**src/rtl/ps2_pkg.sv**
```systemverilog
// Shared PS/2 scan-code constants, key-event layout and frame FSM state names.
// Also hosts the 11-bit frame builder: start 0, data LSB first, odd parity, stop 1.
package ps2_pkg;

  localparam logic [7:0] PS2_EXT_PREFIX   = 8'hE0;
  localparam logic [7:0] PS2_BREAK_PREFIX = 8'hF0;
  localparam int         PS2_FRAME_BITS   = 11;

  typedef struct packed {
    logic       toggle;
    logic       press;
    logic       ext;
    logic [7:0] code;
  } ps2_key_event_t;

  typedef enum logic [2:0] {
    PS2_IDLE,
    PS2_HIGH,
    PS2_LOW,
    PS2_GAP,
    PS2_INHIBIT
  } ps2_state_e;

  function automatic logic [PS2_FRAME_BITS-1:0] ps2_frame(input logic [7:0] b);
    return {1'b1, ~^b, b, 1'b0};
  endfunction

endpackage

```
**src/rtl/ps2_dev_serializer.sv**
```systemverilog
// PS/2 device-side serializer: one byte per frame, then GAP_BITS idle bit periods.
// With PS2_INHIBIT_EN the host can hold ps2_clk_in low to block or abort; the held byte is resent.
module ps2_dev_serializer
  import ps2_pkg::*;
#(
  parameter int HALF     = 50,
  parameter int GAP_BITS = 2
) (
  input  logic       clk_sys,
  input  logic       rst_n,
  input  logic [7:0] byte_i,
  input  logic       byte_vld_i,
  output logic       byte_rdy_o,
`ifdef PS2_INHIBIT_EN
  input  logic       ps2_clk_in,
`endif
  output logic       ps2_clk,
  output logic       ps2_data,
  output logic       active_o
);

  localparam int GAP_CYC = GAP_BITS * 2 * HALF;
  localparam int CNT_MAX = (GAP_CYC > HALF) ? GAP_CYC : HALF;
  localparam int CW      = $clog2(CNT_MAX + 1);
  localparam logic [CW-1:0] HALF_LAST = CW'(HALF - 1);
  localparam logic [CW-1:0] GAP_LAST  = CW'(GAP_CYC - 1);
  localparam logic [3:0]    LAST_BIT  = 4'(PS2_FRAME_BITS - 1);

  ps2_state_e                state_q, state_d;
  logic [CW-1:0]             cnt_q, cnt_d;
  logic [3:0]                idx_q, idx_d;
  logic [PS2_FRAME_BITS-1:0] frame_q, frame_d;
  logic                      can_start;
  logic                      abort;

`ifdef PS2_INHIBIT_EN
  logic clk_in_low_q;

  always_ff @(posedge clk_sys or negedge rst_n) begin
    if (!rst_n) clk_in_low_q <= 1'b0;
    else        clk_in_low_q <= ~ps2_clk_in;
  end

  assign can_start = ps2_clk_in;
  // Two consecutive low samples filter a single-cycle glitch on the host clock.
  assign abort     = (idx_q < LAST_BIT) && ~ps2_clk_in && clk_in_low_q;
`else
  assign can_start = 1'b1;
  assign abort     = 1'b0;
`endif

  assign byte_rdy_o = (state_q == PS2_IDLE) && can_start;
  assign active_o   = (state_q != PS2_IDLE);
  assign ps2_clk    = (state_q != PS2_LOW);
  assign ps2_data   = (state_q == PS2_HIGH || state_q == PS2_LOW) ? frame_q[idx_q] : 1'b1;

  always_comb begin
    state_d = state_q;
    cnt_d   = cnt_q + CW'(1);
    idx_d   = idx_q;
    frame_d = frame_q;
    case (state_q)
      PS2_IDLE: begin
        cnt_d = '0;
        if (byte_vld_i && can_start) begin
          frame_d = ps2_frame(byte_i);
          idx_d   = '0;
          state_d = PS2_HIGH;
        end
      end
      PS2_HIGH: begin
        if (abort) begin
          cnt_d   = '0;
          state_d = PS2_INHIBIT;
        end else if (cnt_q == HALF_LAST) begin
          cnt_d   = '0;
          state_d = PS2_LOW;
        end
      end
      PS2_LOW: begin
        if (cnt_q == HALF_LAST) begin
          cnt_d = '0;
          if (idx_q == LAST_BIT) begin
            state_d = PS2_GAP;
          end else begin
            idx_d   = idx_q + 4'd1;
            state_d = PS2_HIGH;
          end
        end
      end
      PS2_GAP: begin
        if (cnt_q == GAP_LAST) begin
          cnt_d   = '0;
          state_d = PS2_IDLE;
        end
      end
      PS2_INHIBIT: begin
        cnt_d = '0;
        if (can_start) begin
          idx_d   = '0;
          state_d = PS2_HIGH;
        end
      end
      default: begin
        cnt_d   = '0;
        state_d = PS2_IDLE;
      end
    endcase
  end

  always_ff @(posedge clk_sys or negedge rst_n) begin
    if (!rst_n) begin
      state_q <= PS2_IDLE;
      cnt_q   <= '0;
      idx_q   <= '0;
      frame_q <= '1;
    end else begin
      state_q <= state_d;
      cnt_q   <= cnt_d;
      idx_q   <= idx_d;
      frame_q <= frame_d;
    end
  end

endmodule

```
**src/rtl/ps2_key_tx.sv**
```systemverilog
// Key events -> scan-code set 2 bytes (E0, F0, code) -> byte FIFO -> PS/2 device serializer.
// Optional PS2_INHIBIT_EN adds the ps2_clk_in host-inhibit sense input.
module ps2_key_tx
  import ps2_pkg::*;
#(
  parameter int CLK_HZ     = 100000000,
  parameter int PS2_HZ     = 12000,
  parameter int GAP_BITS   = 2,
  parameter int FIFO_DEPTH = 16
) (
  input  logic        clk_sys,
  input  logic        rst_n,
  input  logic [10:0] ps2_key,
`ifdef PS2_INHIBIT_EN
  input  logic        ps2_clk_in,
`endif
  output logic        ps2_clk,
  output logic        ps2_data,
  output logic        busy,
  output logic        overflow
);

  localparam int HALF = CLK_HZ / (2 * PS2_HZ);
  localparam int AW   = $clog2(FIFO_DEPTH);
  localparam logic [AW:0] DEPTH = (AW+1)'(FIFO_DEPTH);

  ps2_key_event_t key_ev;
  logic           armed_q, prev_tog_q;
  logic           ev_vld_q, ev_press_q, ev_ext_q;
  logic [7:0]     ev_code_q;

  assign key_ev = ps2_key;

  // First cycle out of reset only samples the toggle so a stale level is not an event.
  always_ff @(posedge clk_sys or negedge rst_n) begin
    if (!rst_n) begin
      armed_q    <= 1'b0;
      prev_tog_q <= 1'b0;
      ev_vld_q   <= 1'b0;
      ev_press_q <= 1'b0;
      ev_ext_q   <= 1'b0;
      ev_code_q  <= '0;
    end else begin
      armed_q    <= 1'b1;
      ev_vld_q   <= armed_q && (key_ev.toggle != prev_tog_q);
      ev_press_q <= key_ev.press;
      ev_ext_q   <= key_ev.ext;
      ev_code_q  <= key_ev.code;
      if (!armed_q || key_ev.toggle != prev_tog_q) prev_tog_q <= key_ev.toggle;
    end
  end

  logic [2:0][7:0] seq;
  logic [1:0]      n_bytes;

  always_comb begin
    seq     = {ev_code_q, ev_code_q, ev_code_q};
    n_bytes = 2'd1;
    case ({ev_ext_q, ev_press_q})
      2'b11: begin
        seq[0]  = PS2_EXT_PREFIX;
        n_bytes = 2'd2;
      end
      2'b10: begin
        seq[0]  = PS2_EXT_PREFIX;
        seq[1]  = PS2_BREAK_PREFIX;
        n_bytes = 2'd3;
      end
      2'b00: begin
        seq[0]  = PS2_BREAK_PREFIX;
        n_bytes = 2'd2;
      end
      default: ;
    endcase
  end

  logic [7:0]         mem_q [FIFO_DEPTH];
  logic [AW:0]        wr_ptr_q, rd_ptr_q;
  logic [AW:0]        used, free;
  logic [2:0][AW-1:0] waddr;
  logic               push, fifo_vld, fifo_pop, ser_rdy, ser_active;

  // Free space is taken before this cycle's pop, so a whole event fits or none of it does.
  assign used     = wr_ptr_q - rd_ptr_q;
  assign free     = DEPTH - used;
  assign push     = ev_vld_q && (free >= (AW+1)'(n_bytes));
  assign overflow = ev_vld_q && !push;
  assign fifo_vld = (used != '0);
  assign fifo_pop = fifo_vld && ser_rdy;
  assign busy     = fifo_vld || ser_active;

  always_comb begin
    for (int i = 0; i < 3; i++) waddr[i] = wr_ptr_q[AW-1:0] + AW'(i);
  end

  always_ff @(posedge clk_sys) begin
    if (push) begin
      for (int i = 0; i < 3; i++) begin
        if (i < int'(n_bytes)) mem_q[waddr[i]] <= seq[i];
      end
    end
  end

  always_ff @(posedge clk_sys or negedge rst_n) begin
    if (!rst_n) begin
      wr_ptr_q <= '0;
      rd_ptr_q <= '0;
    end else begin
      if (push)     wr_ptr_q <= wr_ptr_q + (AW+1)'(n_bytes);
      if (fifo_pop) rd_ptr_q <= rd_ptr_q + (AW+1)'(1);
    end
  end

  ps2_dev_serializer #(
    .HALF     (HALF),
    .GAP_BITS (GAP_BITS)
  ) u_ser (
    .clk_sys    (clk_sys),
    .rst_n      (rst_n),
    .byte_i     (mem_q[rd_ptr_q[AW-1:0]]),
    .byte_vld_i (fifo_vld),
    .byte_rdy_o (ser_rdy),
`ifdef PS2_INHIBIT_EN
    .ps2_clk_in (ps2_clk_in),
`endif
    .ps2_clk    (ps2_clk),
    .ps2_data   (ps2_data),
    .active_o   (ser_active)
  );

endmodule

```
**config.mk**
```make
export PLATFORM = sky130hd
export DESIGN_NAME = ps2_key_tx
export DESIGN_NICKNAME = d
export VERILOG_FILES = /design/src/rtl/ps2_pkg.sv /design/src/rtl/ps2_dev_serializer.sv /design/src/rtl/ps2_key_tx.sv
export SDC_FILE = /design/constraint.sdc
export NUM_CORES = 1
export LEC_CHECK = 0
export CAP_MARGIN = 20
export CORE_MARGIN = 2
export CORE_UTILIZATION = 40
export CTS_BUF_LIST = sky130_fd_sc_hd__clkbuf_8
export CTS_CLUSTER_DIAMETER = 100
export DETAILED_ROUTE_END_ITERATION = 16
export PLACE_DENSITY = 0.56
export SLEW_MARGIN = 30
export SYNTH_ARGS = -nofsm -noshare
export SYNTH_HDL_FRONTEND = slang
export SYNTH_SLANG_ARGS = --single-unit
```
**constraint.sdc**
```tcl
create_clock -name clk_sys -period 4.6 [get_ports clk_sys]
set_input_delay 0.69 -clock clk_sys [delete_from_list [all_inputs] [get_ports clk_sys]]
set_output_delay 0.69 -clock clk_sys [all_outputs]
set_load 0.02 [all_outputs]
```
# Word level (Yosys, flattened, before mapping)

Memories as Yosys holds them, arrays and structs flattened.
Index checks and enable logic that the tools add are counted.

Flip-flop bits (word level): 55
Memory bits (writable): 128
Memories kept: 1
Input port bits: 13
Output and inout bits: 4

Memory list:

| name  | words | bits a word | read ports | clocked after memory_dff | write ports | RTL line         | text |
|---|---|---|---|---|---|---|---|
| mem_q | 16    | 8           | 1          | 0                        | 3           | ps2_key_tx.sv:77 | `logic [7:0] mem_q [FIFO_DEPTH];` |

Order comparisons: 5
Add/subtract/negate cells: 8
Reduce and logical (&&, ||, !) cells: 21
Eq/ne operators: 16
Mux-type cells: 28

Operator list:

| cell                  | count |
|---|---|
| $mux 15               | 2 |
| $pmux 15 s2           | 1 |
| $pmux 8 s2            | 1 |
| $add 15x1->15 const B | 1 |
| $eq 15x13->1 const B  | 1 |
| $eq 15x15->1 const B  | 1 |
| $pmux 3 s5            | 1 |
| $mux 3                | 4 |
| $mux 4                | 3 |
| $pmux 4 s3            | 1 |
| $mux 1                | 11 |
| $add 4x1->4 const B   | 2 |
| $mux 8                | 1 |
| $ne 2x2->1 const B    | 4 |
| $reduce_and 4->1      | 2 |
| $reduce_xnor 8->1     | 1 |
| $eq 3x2->1 const B    | 2 |
| $reduce_bool 3->1     | 2 |
| $reduce_or 2->1       | 3 |
| $add 5x1->5 const B   | 1 |
| $add 5x2->5           | 1 |
| $ge 5x2->1            | 1 |
| $lt 4x5->1 const B    | 1 |
| $reduce_bool 5->1     | 1 |
| other kinds (21)      | 29 |

# Logic depth before layout (Yosys ltp)

Gate-level depths: netlist (run 1).

Depth in word-level cells: 7
Mapped depth: 17
Gate-level depth less buffers: 14

# By module

Synthesis (run 1) repeated with hierarchy kept, for this count alone.

Cells, all modules: 749
Area total of the unflattened synthesis: 9,786.9 µm²

By module, submodules not included:

| module             | cells an instance | times used | sequential area each (µm²) | area an instance (µm²) |
|---|---|---|---|---|
| ps2_key_tx         | 582               | 1          | 4,419.2                    | 8,020.2 |
| ps2_dev_serializer | 167               | 1          | 788.3                      | 1,766.7 |

# Worst setup path after synthesis (run 1)

Ideal clock, no wire load.

Path type: reg2reg
From: register rd_ptr_q[1]
To: memory mem_q[0][0] (enable)
Stages on the path, launching flop included: 17
Required time: 4.216 ns
Path slack: 0.015 ns
Arrival: 4.201 ns
Cell sequence: dfrtp_1 -> buf_2 -> buf_1 -> inv_1 -> ha_1 -> a21o_1 -> a21oi_1 -> xnor2_1 -> nor2_1 -> ha_1 -> nand3b_1 -> nor3_1 -> mux2_4 -> buf_6 -> nor3_4 -> nand2_1 -> o21ai_0

RTL lines:

| element                | RTL line          | text |
|---|---|---|
| from (decl)            | ps2_key_tx.sv:78  | `logic [AW:0] wr_ptr_q, rd_ptr_q;` |
| from (signal assigned) | ps2_key_tx.sv:110 | `if (fifo_pop) rd_ptr_q <= rd_ptr_q + (AW+1)'(1);` |
| to (decl)              | ps2_key_tx.sv:77  |  |

# Worst setup path in the final report (run 1)

From: register wr_ptr_q[0]
To: output port overflow

Cells in the longest elaborated chain, start to end: 6

Ends and longest elaborated chain:

| element                | RTL line          | text |
|---|---|---|
| from (decl)            | ps2_key_tx.sv:78  |  |
| from (signal assigned) | ps2_key_tx.sv:109 | `if (push) wr_ptr_q <= wr_ptr_q + (AW+1)'(n_bytes);` |
| $sub 5x5->5            | ps2_key_tx.sv:84  | `assign used = wr_ptr_q - rd_ptr_q;` |
| $sub 5x5->5            | ps2_key_tx.sv:85  | `assign free = DEPTH - used;` |
| $ge 5x2->1             | ps2_key_tx.sv:86  | `assign push = ev_vld_q && (free >= (AW+1)'(n_bytes));` |
| $logic_and 1x1->1      | ps2_key_tx.sv:86  |  |
| $logic_not 1->1        | ps2_key_tx.sv:87  | `assign overflow = ev_vld_q && !push;` |
| $logic_and 1x1->1      | ps2_key_tx.sv:87  |  |
| to (decl)              | ps2_key_tx.sv:20  | `output logic overflow` |

No other way between the ends.

==> results_tabular.tex, run 1 <==
\begin{tabular}{lr}
\hline
Metric & Value \\
\hline
\multicolumn{2}{l}{\textbf{CTS}} \\
\quad Maximum level of the CTS H-tree & 4 \\
\quad Clock latency of the later-clocked register in the worst-skew pair & between 0.4 and 0.5 ns \\
\quad Maximum clock insertion buffer count & 2 \\
\quad \# resized after CTS & 0 \\
\quad Cts bufs inserted & 17 \\
\quad Clock tree root driver cell & clkbuf\_8 \\
\quad CTS Sinks & around 180 \\
\quad Clock transition at the registers of the reported paths & 0.12 ns \\
\quad Clock tree from TritonCTS & done \\
\quad Hold-fix buffers at CTS & 0 \\
\quad Number of post-CTS setup repair buffers & 0 \\
\multicolumn{2}{l}{\textbf{Setup path}} \\
\quad Critical Path, Cell by Cell & inv\_1 > ha\_1 > fa\_1 > ha\_1 > ha\_1 > o21ai\_0 > nand3b\_1 > nor3\_1 > mux2\_4 > and2\_1 > clkdlybuf4s50\_1 \\
\quad Arrival time of data at the critical path endpoint & 3.50 ns \\
\quad Crit path required time & between 3 and 4 ns \\
\quad Kind of capture point of the worst setup path & primary output \\
\quad Worst setup path class & flip-flop to primary output \\
\quad Worst path slowest cell & clkdlybuf4s50\_1 \\
\quad Launch point of the critical path & wr\_ptr\_q[0]\$\_DFFE\_PN0N\_ \\
\quad Family with the most delay on the worst path & adder cells \\
\quad Number of buffers and inverters on the critical path & 2 \\
\quad Cell repeated most along the worst path & ha\_1 \\
\quad Worst reg2reg startpoint & wr\_ptr\_q[0]\$\_DFFE\_PN0N\_ \\
\quad Max incr delay on CP & 0.61 ns \\
\quad Critical path fanouts, max & 6 \\
\quad Critical Path Start Type & flip-flop \\
\multicolumn{2}{l}{\textbf{Power}} \\
\quad Cell internal power dissipation & between 3000 and 4000 uW \\
\quad Share of total power consumed by net switching & 0.420 \\
\quad Total power divided by cell area & 578 mW/mm\^{}2 \\
\quad Comb pwr share & 0.486 \\
\quad Portion of total power attributed to sequential cells & 0.341 \\
\quad Worst vdd ir & roughly 0.47 mV \\
\quad Switching power of the nets & between 2000 and 3000 uW \\
\quad Leakage power total & a little over 0.004 uW \\
\quad Portion of total power attributed to the clock network & 0.173 \\
\multicolumn{2}{l}{\textbf{GRT}} \\
\quad Vias in the first global route & between 7,000 and 8,000 \\
\quad Number of antenna violations at the first check in global routing & 0 \\
\quad First-pass GRT wire length & 44,100 um \\
\quad Combined global-route utilization of all metal layers & 0.211 \\
\quad Global-route congestion overflow total & 0 \\
\quad Maximum number of pins on one net before global-route repair & 44 \\
\multicolumn{2}{l}{\textbf{STA}} \\
\quad Maximum operating frequency & $\sim$240 MHz \\
\quad Final number of max-transition violations & 0 \\
\quad Worst-margin pin slew & 0.849 ns \\
\quad Final critical-path share of the clock period & 0.910 \\
\quad Sum of negative setup slack & 0 ns \\
\quad Setup Skew & 0.0233 ns \\
\quad Setup repair after global routing missed its margin & false \\
\quad Number of hold-slack violations in the final timing report & 0 \\
\quad Hold slack final & between 0.2 and 0.25 ns \\
\quad Final setup violating endpoints & 0 \\
\quad Relative slew slack & 0.434 \\
\quad Final critical delay including setup and external delays & roughly 4.2 ns \\
\multicolumn{2}{l}{\textbf{Final layout}} \\
\quad Utilization after layout & 0.446 \\
\quad Fill cell count & roughly 2,400 \\
\quad Antenna cell count & 0 \\
\quad Area taken by flip-flops and latches & about 0.0052 mm\^{}2 \\
\quad Footprint of the multi-input gates & around 0.0050 mm\^{}2 \\
\quad Fraction of final layout cells sized beyond drive strength 1 & 0.192 \\
\quad Layout Cells excl Fill & roughly 1,300 \\
\quad Final cell area excluding filler cells & 0.0116 mm\^{}2 \\
\quad Layout Area Growth over Synthesis & 10.4\% \\
\quad Fin nets & between 900 and 1,000 \\
\multicolumn{2}{l}{\textbf{Logic synthesis}} \\
\quad Number of warnings reported in the yosys synthesis log & 0 \\
\quad Gate count after technology mapping & 873 \\
\quad Number of enable flip-flop cells after synthesis & 128 \\
\quad Predominant post-synthesis flop cell & edfxtp\_1 \\
\quad Synth area leader & edfxtp\_1 \\
\quad Area of the mapped netlist & approximately 0.010 mm\^{}2 \\
\quad Average cell area after synthesis & 12.0 um\^{}2 \\
\quad Seq/Total Area, Yosys & 0.497 \\
\quad Post-synthesis async set-or-reset flop share & 0.297 \\
\quad Number of different library cells in the post-synthesis netlist & 65 \\
\quad Number of nets produced by synthesis & 914 \\
\quad Main area contributors after synthesis & edfxtp\_1 (37\%), dfrtp\_1 (11\%), mux4\_2 (9.0\%) \\
\quad Count of state elements after synthesis & roughly 180 \\
\quad Area share of the largest cell type after synthesis & 0.367 \\
\multicolumn{2}{l}{\textbf{Route}} \\
\quad DR WL met2 & roughly 14,000 um \\
\quad Routed metal-1 wire length & approximately 13,000 um \\
\quad Router iterations before antenna repair & 5 \\
\quad DRT Wirelength & around 29,000 um \\
\quad Vias post-DR & between 7,000 and 8,000 \\
\quad Highest metal layer with signal wires & met4 \\
\quad Routed via count divided by cell count & 5.74 \\
\quad Post-route ant nets & 0 \\
\quad First-iteration detailed-routing DRC count & between 700 and 800 \\
\quad Routed wire length per instance & 22.8 um \\
\quad DRC viols & 0 \\
\quad Met3 WL post-DR & roughly 1600 um \\
\multicolumn{2}{l}{\textbf{Floorplan}} \\
\quad Total Die Area & approximately 0.027 mm\^{}2 \\
\quad DIE HEIGHT & around 170 um \\
\quad Core ar. & 0.0259 mm\^{}2 \\
\quad Effective utilization at floorplan & 0.404 \\
\quad Horizontal extent of the die & 166 um \\
\quad Site Rows & between 50 and 60 \\
\quad Number of primary I/O pins & 17 \\
\multicolumn{2}{l}{\textbf{Flow run}} \\
\quad Max-Cap Viols & 0 \\
\multicolumn{2}{l}{\textbf{Placement}} \\
\quad Number of buffers inserted by port buffering & 16 \\
\quad Placer Congestion & 0.926 \\
\quad Placed cell area & between 0.01 and 0.015 mm\^{}2 \\
\quad Count of placed standard cells including taps & $\sim$1,200 \\
\quad HPWL after detailed placement & 20,900 um \\
\multicolumn{2}{l}{\textbf{Run status}} \\
\quad Outcome & completed \\
\multicolumn{2}{l}{\textbf{Min path}} \\
\quad Hold/Removal Path Class & input port to async pin \\
\hline
\end{tabular}
[synth_stat cells (all sizes together) (3+ instances only)]
library cell  count
nor3             18
a221oi           11
and3              8
nor2             43
nand3            21
a22o              3
clkbuf           30
a21o              7
dfrtp            44
or2              47
xnor2            19
a211oi            6
edfxtp          128
inv              21
a21oi            23
nand2            40
a2bb2oi           4
and2              9
nand4             4
o22ai            39
nor2b            64
o21ai            30
nor4             12
buf              13
dfstp            10
nand3b            6
xor2             79
ha               26
mux4             42
a22oi             6
mux2              9
or3b              3
a31oi             8
or3               3
nand2b           11
and2b             4
[cell usage in the layout, fill, tap and decap left out, types with 5 or more instances in the layout]
cell / netlist / routed
a21o_1: 7 / 7
a21oi_1: 23 / 23
a221oi_1: 6 / 6
a221oi_2: 5 / 5
a22oi_1: 6 / 6
a31oi_1: 8 / 8
and2_1: 9 / 9
and3_1: 8 / 8
buf_4: 1 / 38
clkbuf_8: 0 / 18
clkdlybuf4s50_1: 0 / 15
dfrtp_1: 44 / 43
dfstp_2: 10 / 10
edfxtp_1: 128 / 128
ha_1: 26 / 26
inv_1: 20 / 20
inv_6: 0 / 5
inv_8: 0 / 5
mux2_2: 8 / 8
mux4_2: 42 / 42
nand2_1: 40 / 40
nand2b_1: 11 / 11
nand3_1: 21 / 21
nand3b_1: 6 / 6
nor2_1: 42 / 42
nor2b_1: 64 / 64
nor3_1: 14 / 14
nor4_1: 10 / 10
o21ai_0: 30 / 26
o22ai_1: 39 / 39
or2_1: 22 / 22
or2_2: 24 / 24
xnor2_1: 19 / 19
xor2_1: 79 / 79
[final timing paths]
path	endpoint	slack, ns	depth (start not counted)
worst max register to register	mem_q[9][3]$_DFFE_PP_	0.70	14
worst min register to register	ev_vld_q$_DFF_PN0_	0.46	1
min in group clk_sys	ev_vld_q$_DFF_PN0_	0.46	1
max in group asynchronous	u_ser.frame_q[7]$_DFFE_PN1P_	3.41	2
worst min-delay path	ev_code_q[0]$_DFF_PN0_	0.23	1
worst max-delay path	overflow	0.41	11
[kinds of logic after synthesis]
kind of cell / after synthesis / synth area share
multiplexers: 53 / 0.102
XOR/XNOR: 98 / 0.0819
flip-flops: 182 / 0.497
buffers and inverters: 65 / 0.0256
AND/OR/NAND/NOR: 298 / 0.162
adder cells (fa/ha/maj): 28 / 0.0349
other: 1 / 0.000358
AO/OA/AOI/OAI: 148 / 0.0954
[power by group through the flow]
stage / sequential [uW] / clock [uW] / combinational, uW
3_3_place_gp: 2310 / 0 / 3240
2_1_floorplan: 2230 / 0 / 2360
4_1_cts: 2280 / 1190 / 3250
6_report: 2280 / 1160 / 3250
5_1_grt: 2300 / 1240 / 3530
3_5_place_dp: 2310 / 0 / 3230
[metal layers]
layer / global-route usage / vias to the layer above
met5: 0 / -
met4: 0.0650 / 0
met3: 0.0355 / 36
met2: 0.339 / 255
met1: 0.296 / 3612
li1: - / 3275
[area by class of cell]
class,count,share of cell area
multi-input combinational,626,0.432
timing repair buffer,54,0.0381
tap,335,0.0362
clock buffer,18,0.0214
clock inverter,14,0.0147
sequential,182,0.450
inverter,22,0.00714
[registers in the layout (all words and copies together), names as in the netlist]
name and flops:
u_ser.idx_q 4, rd_ptr_q 5, u_ser.frame_q 10, prev_tog_q 1, ev_vld_q 1, wr_ptr_q 5, u_ser.cnt_q 15, u_ser.state_q 2
mem_q 128, armed_q 1, ev_press_q 1, ev_code_q 8, ev_ext_q 1
[worst reg2reg max path, delay by kind of cell, from the launching register on]
kind            cells  cell delay, ns
compound gates      2            0.39
fa+ha+maj           4            1.17
mux                 1            0.32
simple gates        4            0.79
buf+inv             3            0.54
flops               1            0.40
[stage by stage]
stage	worst slack, ns	total power [uW]
2_1_floorplan	0.0151	4590
3_3_place_gp	0.717	5550
4_1_cts	0.344	6710
5_1_grt	0.250	7080
3_5_place_dp	0.701	5540
6_report	0.414	6680
Note: power is estimated with default switching activity, not from simulation.
==> inputs of run 2 (changes only) <==
--- a/config.mk
+++ b/config.mk
@@ -6,7 +6,6 @@
 export NUM_CORES = 1
 export LEC_CHECK = 0
 export CAP_MARGIN = 20
-export CORE_MARGIN = 2
 export CORE_UTILIZATION = 40
 export CTS_BUF_LIST = sky130_fd_sc_hd__clkbuf_8
 export CTS_CLUSTER_DIAMETER = 100
==> run 2 against run 1 <==
Compared with the run above:
- combinational power barely moved
- via count fell by 0.81%
- total power fell by 0.20%
- register-to-register slack improved by 0.06 ns
- critical path depth did not move
- first-iteration DRC count fell by 1.2%
- sequential power barely moved
- clock skew fell by 0.0087 ns
- final cell count fell by 0.24%
- global-route usage rose by 0.26 points
- critical endpoint unchanged
- largest power group unchanged
- highest routed layer unchanged
==> results_tabular.tex, run 2 (same netlist as run 1, synthesis figures left out) <==
\begin{tabular}{lr}
\hline
Metric & Value \\
\hline
\multicolumn{2}{l}{\textbf{CTS}} \\
\quad Clock latency of the later-clocked register in the worst-skew pair & 0.46 ns (-0.03 ns) \\
\quad \# resized after CTS & 0 (unchanged) \\
\quad Number of post-CTS setup repair buffers & 0 (unchanged) \\
\quad Clock transition at the registers of the reported paths & 0.10 ns (-0.02 ns) \\
\quad Maximum clock insertion buffer count & 2 (unchanged) \\
\quad Cts bufs inserted & 17 (unchanged) \\
\quad Clock tree root driver cell & clkbuf\_8 \\
\quad Hold-fix buffers at CTS & 0 (unchanged) \\
\quad CTS Sinks & 182 (unchanged) \\
\quad Maximum level of the CTS H-tree & 4 (unchanged) \\
\quad Clock tree from TritonCTS & done \\
\multicolumn{2}{l}{\textbf{GRT}} \\
\quad Number of antenna violations at the first check in global routing & 0 (unchanged) \\
\quad Vias in the first global route & 6,994 (-0.20\%) \\
\quad Maximum number of pins on one net before global-route repair & 44 (unchanged) \\
\quad Combined global-route utilization of all metal layers & 0.214 (+0.00262) \\
\quad First-pass GRT wire length & 42,300 um (-4.1\%) \\
\quad Global-route congestion overflow total & 0 (unchanged) \\
\multicolumn{2}{l}{\textbf{Placement}} \\
\quad HPWL after detailed placement & 19,700 um (-5.6\%) \\
\quad Count of placed standard cells including taps & 1,216 (-0.25\%) \\
\quad Placer Congestion & 0.971 (+4.8\%) \\
\quad Number of buffers inserted by port buffering & 16 (unchanged) \\
\multicolumn{2}{l}{\textbf{Setup path}} \\
\quad Critical Path Start Type & flip-flop \\
\quad Arrival time of data at the critical path endpoint & 3.51 ns (about the same) \\
\quad Cell repeated most along the worst path & ha\_1 \\
\quad Critical Path, Cell by Cell & inv\_1 > ha\_1 > fa\_1 > ha\_1 > ha\_1 > o21ai\_0 > nand3b\_1 > nor3\_1 > mux2\_4 > and2\_1 > clkdlybuf4s50\_1 \\
\quad Critical path fanouts, max & 12 (+6) \\
\quad Kind of capture point of the worst setup path & primary output \\
\quad Number of buffers and inverters on the critical path & 2 (unchanged) \\
\quad Max incr delay on CP & 0.60 ns (about the same) \\
\quad Worst setup path class & flip-flop to primary output \\
\quad Worst path slowest cell & clkdlybuf4s50\_1 \\
\quad Crit path required time & 3.91 ns (about the same) \\
\quad Family with the most delay on the worst path & adder cells \\
\multicolumn{2}{l}{\textbf{Floorplan}} \\
\quad DIE HEIGHT & 164 um (-1.2\%) \\
\quad Total Die Area & 0.0268 mm\^{}2 (-2.4\%) \\
\quad Number of primary I/O pins & 17 (unchanged) \\
\quad Effective utilization at floorplan & 0.412 (+0.00814) \\
\quad Horizontal extent of the die & 164 um (-1.2\%) \\
\quad Site Rows & 58 (-1.7\%) \\
\quad Core ar. & 0.0254 mm\^{}2 (-2.0\%) \\
\multicolumn{2}{l}{\textbf{Final layout}} \\
\quad Commonest cells after routing, fill and taps aside & edfxtp\_1 (128), xor2\_1 (79), nor2b\_1 (64) \\
\quad Antenna cell count & 0 (unchanged) \\
\quad Fraction of final layout cells sized beyond drive strength 1 & 0.193 (+0.000671) \\
\quad Layout Area Growth over Synthesis & 10.6\% \\
\quad Layout Cells excl Fill & 1,248 (-0.24\%) \\
\quad Fin nets & 946 (+0.21\%) \\
\quad Most frequent standard cell in the layout excluding fill and tap cells & edfxtp\_1 \\
\quad Utilization after layout & 0.456 (+0.00949) \\
\quad Fill cell count & 2,333 (-2.5\%) \\
\quad Flip-flop count of the largest register after layout & 128 (unchanged) \\
\multicolumn{2}{l}{\textbf{Route}} \\
\quad Vias post-DR & 7,120 (-0.81\%) \\
\quad Router iterations before antenna repair & 6 (+1) \\
\quad First-iteration detailed-routing DRC count & 752 (-1.2\%) \\
\quad DRC viols & 0 (unchanged) \\
\quad Post-route ant nets & 0 (unchanged) \\
\quad Routed via count divided by cell count & 5.71 (-0.57\%) \\
\quad Routed wire length per instance & 21.8 um (-4.4\%) \\
\quad DRT Wirelength & 27,300 um (-4.6\%) \\
\multicolumn{2}{l}{\textbf{Run status}} \\
\quad Outcome & completed \\
\multicolumn{2}{l}{\textbf{STA}} \\
\quad Number of hold-slack violations in the final timing report & 0 (unchanged) \\
\quad Final critical-path share of the clock period & 0.913 (+0.00323) \\
\quad Setup Skew & 0.0146 ns (-0.00869 ns) \\
\quad Final critical delay including setup and external delays & 4.20 ns (+0.0149 ns) \\
\quad Setup repair after global routing missed its margin & false \\
\quad Maximum operating frequency & 238 MHz (-0.35\%) \\
\quad Final number of max-transition violations & 0 (unchanged) \\
\quad Relative slew slack & 0.416 (-0.0186) \\
\quad Worst-margin pin slew & 0.872 ns (+0.0238 ns) \\
\quad Final setup violating endpoints & 0 (unchanged) \\
\quad Sum of negative setup slack & 0 ns (unchanged) \\
\multicolumn{2}{l}{\textbf{Power}} \\
\quad Cell internal power dissipation & 3980 uW (+2.6\%) \\
\quad Portion of total power attributed to the clock network & 0.175 (+0.002) \\
\quad Worst vdd ir & 0.391 mV (-17\%) \\
\quad Comb pwr share & 0.487 (about the same) \\
\quad Leakage power total & 0.00408 uW (+0.55\%) \\
\quad Share of total power consumed by net switching & 0.404 (-0.0163) \\
\quad Total power divided by cell area & 576 mW/mm\^{}2 (-0.31\%) \\
\quad Switching power of the nets & 2690 uW (-4.1\%) \\
\quad Portion of total power attributed to sequential cells & 0.337 (-0.004) \\
\multicolumn{2}{l}{\textbf{Min path}} \\
\quad Hold/Removal Path Class & input port to async pin \\
\multicolumn{2}{l}{\textbf{Flow run}} \\
\quad Max-Cap Viols & 0 (unchanged) \\
\hline
\end{tabular}
## run 2: per-layer routing
layer / track usage / vias to the layer above / share of wire / wire [um]
li1: - / 3298 / - / -
met2: 0.330 / 248 / 0.46 / 12400
met5: 0 / - / 0 / 0
met4: 0.0758 / 0 / 0.030 / 816
met1: 0.301 / 3539 / 0.46 / 12400
met3: 0.0391 / 35 / 0.058 / 1570
## run 2: area by class of cell
| type | count | area (um^2) | share of cell area |
|---|---|---|---|
| flip-flops and latches | 182 | 5210 | 0.450 |
| well taps | 330 | 413 | 0.0357 |
| multi-input cells | 626 | 5000 | 0.432 |
| clock inverters | 14 | 174 | 0.0150 |
| clock buffers | 18 | 248 | 0.0214 |
| repair buffers | 56 | 455 | 0.0393 |
| inverters | 22 | 82.6 | 0.00713 |
## run 2: path summary, 6_finish.rpt
path                                              start                           end  slack [ns]  depth (start not counted)
worst max-delay path            wr_ptr_q[0]$_DFFE_PN0N_                      overflow        0.40                         11
worst min-delay path                              rst_n        ev_code_q[1]$_DFF_PN0_        0.30                          1
worst max register to register  wr_ptr_q[0]$_DFFE_PN0N_        mem_q[14][6]$_DFFE_PP_        0.76                         13
worst min register to register        armed_q$_DFF_PN0_            ev_vld_q$_DFF_PN0_        0.47                          1
max in group asynchronous                         rst_n  u_ser.frame_q[8]$_DFFE_PN1P_        3.37                          2
min in group clk_sys                  armed_q$_DFF_PN0_            ev_vld_q$_DFF_PN0_        0.47                          1
## run 2: power groups by stage
stage	Sequential, uW	Combinational, uW	Clock [uW]
floorplan	2230	2360	0
global placement	2280	3240	0
detailed placement	2280	3240	0
CTS	2250	3250	1200
global route	2280	3520	1270
finish	2250	3250	1170
## run 2: through the flow
step                area (um^2)  total power (uW)  hold slack [ns]  setup slack [ns]
floorplan                 10500              4590            0.394            0.0151
global placement          11200              5520            0.434             0.842
detailed placement        11200              5520            0.450             0.783
CTS                       11600              6700            0.309             0.341
global route              11600              7070            0.312             0.180
finish                    11600              6670            0.297             0.399
==> inputs of run 3 (changes only) <==
--- a/config.mk
+++ b/config.mk
@@ -9,9 +9,11 @@
 export CORE_UTILIZATION = 40
 export CTS_BUF_LIST = sky130_fd_sc_hd__clkbuf_8
 export CTS_CLUSTER_DIAMETER = 100
+export CTS_CLUSTER_SIZE = 10
 export DETAILED_ROUTE_END_ITERATION = 16
 export PLACE_DENSITY = 0.56
 export SLEW_MARGIN = 30
 export SYNTH_ARGS = -nofsm -noshare
 export SYNTH_HDL_FRONTEND = slang
 export SYNTH_SLANG_ARGS = --single-unit
+export TNS_END_PERCENT = 5
==> results of run 3 <==
Same layout as run 2: the final DEF is identical, and so are final timing and power.
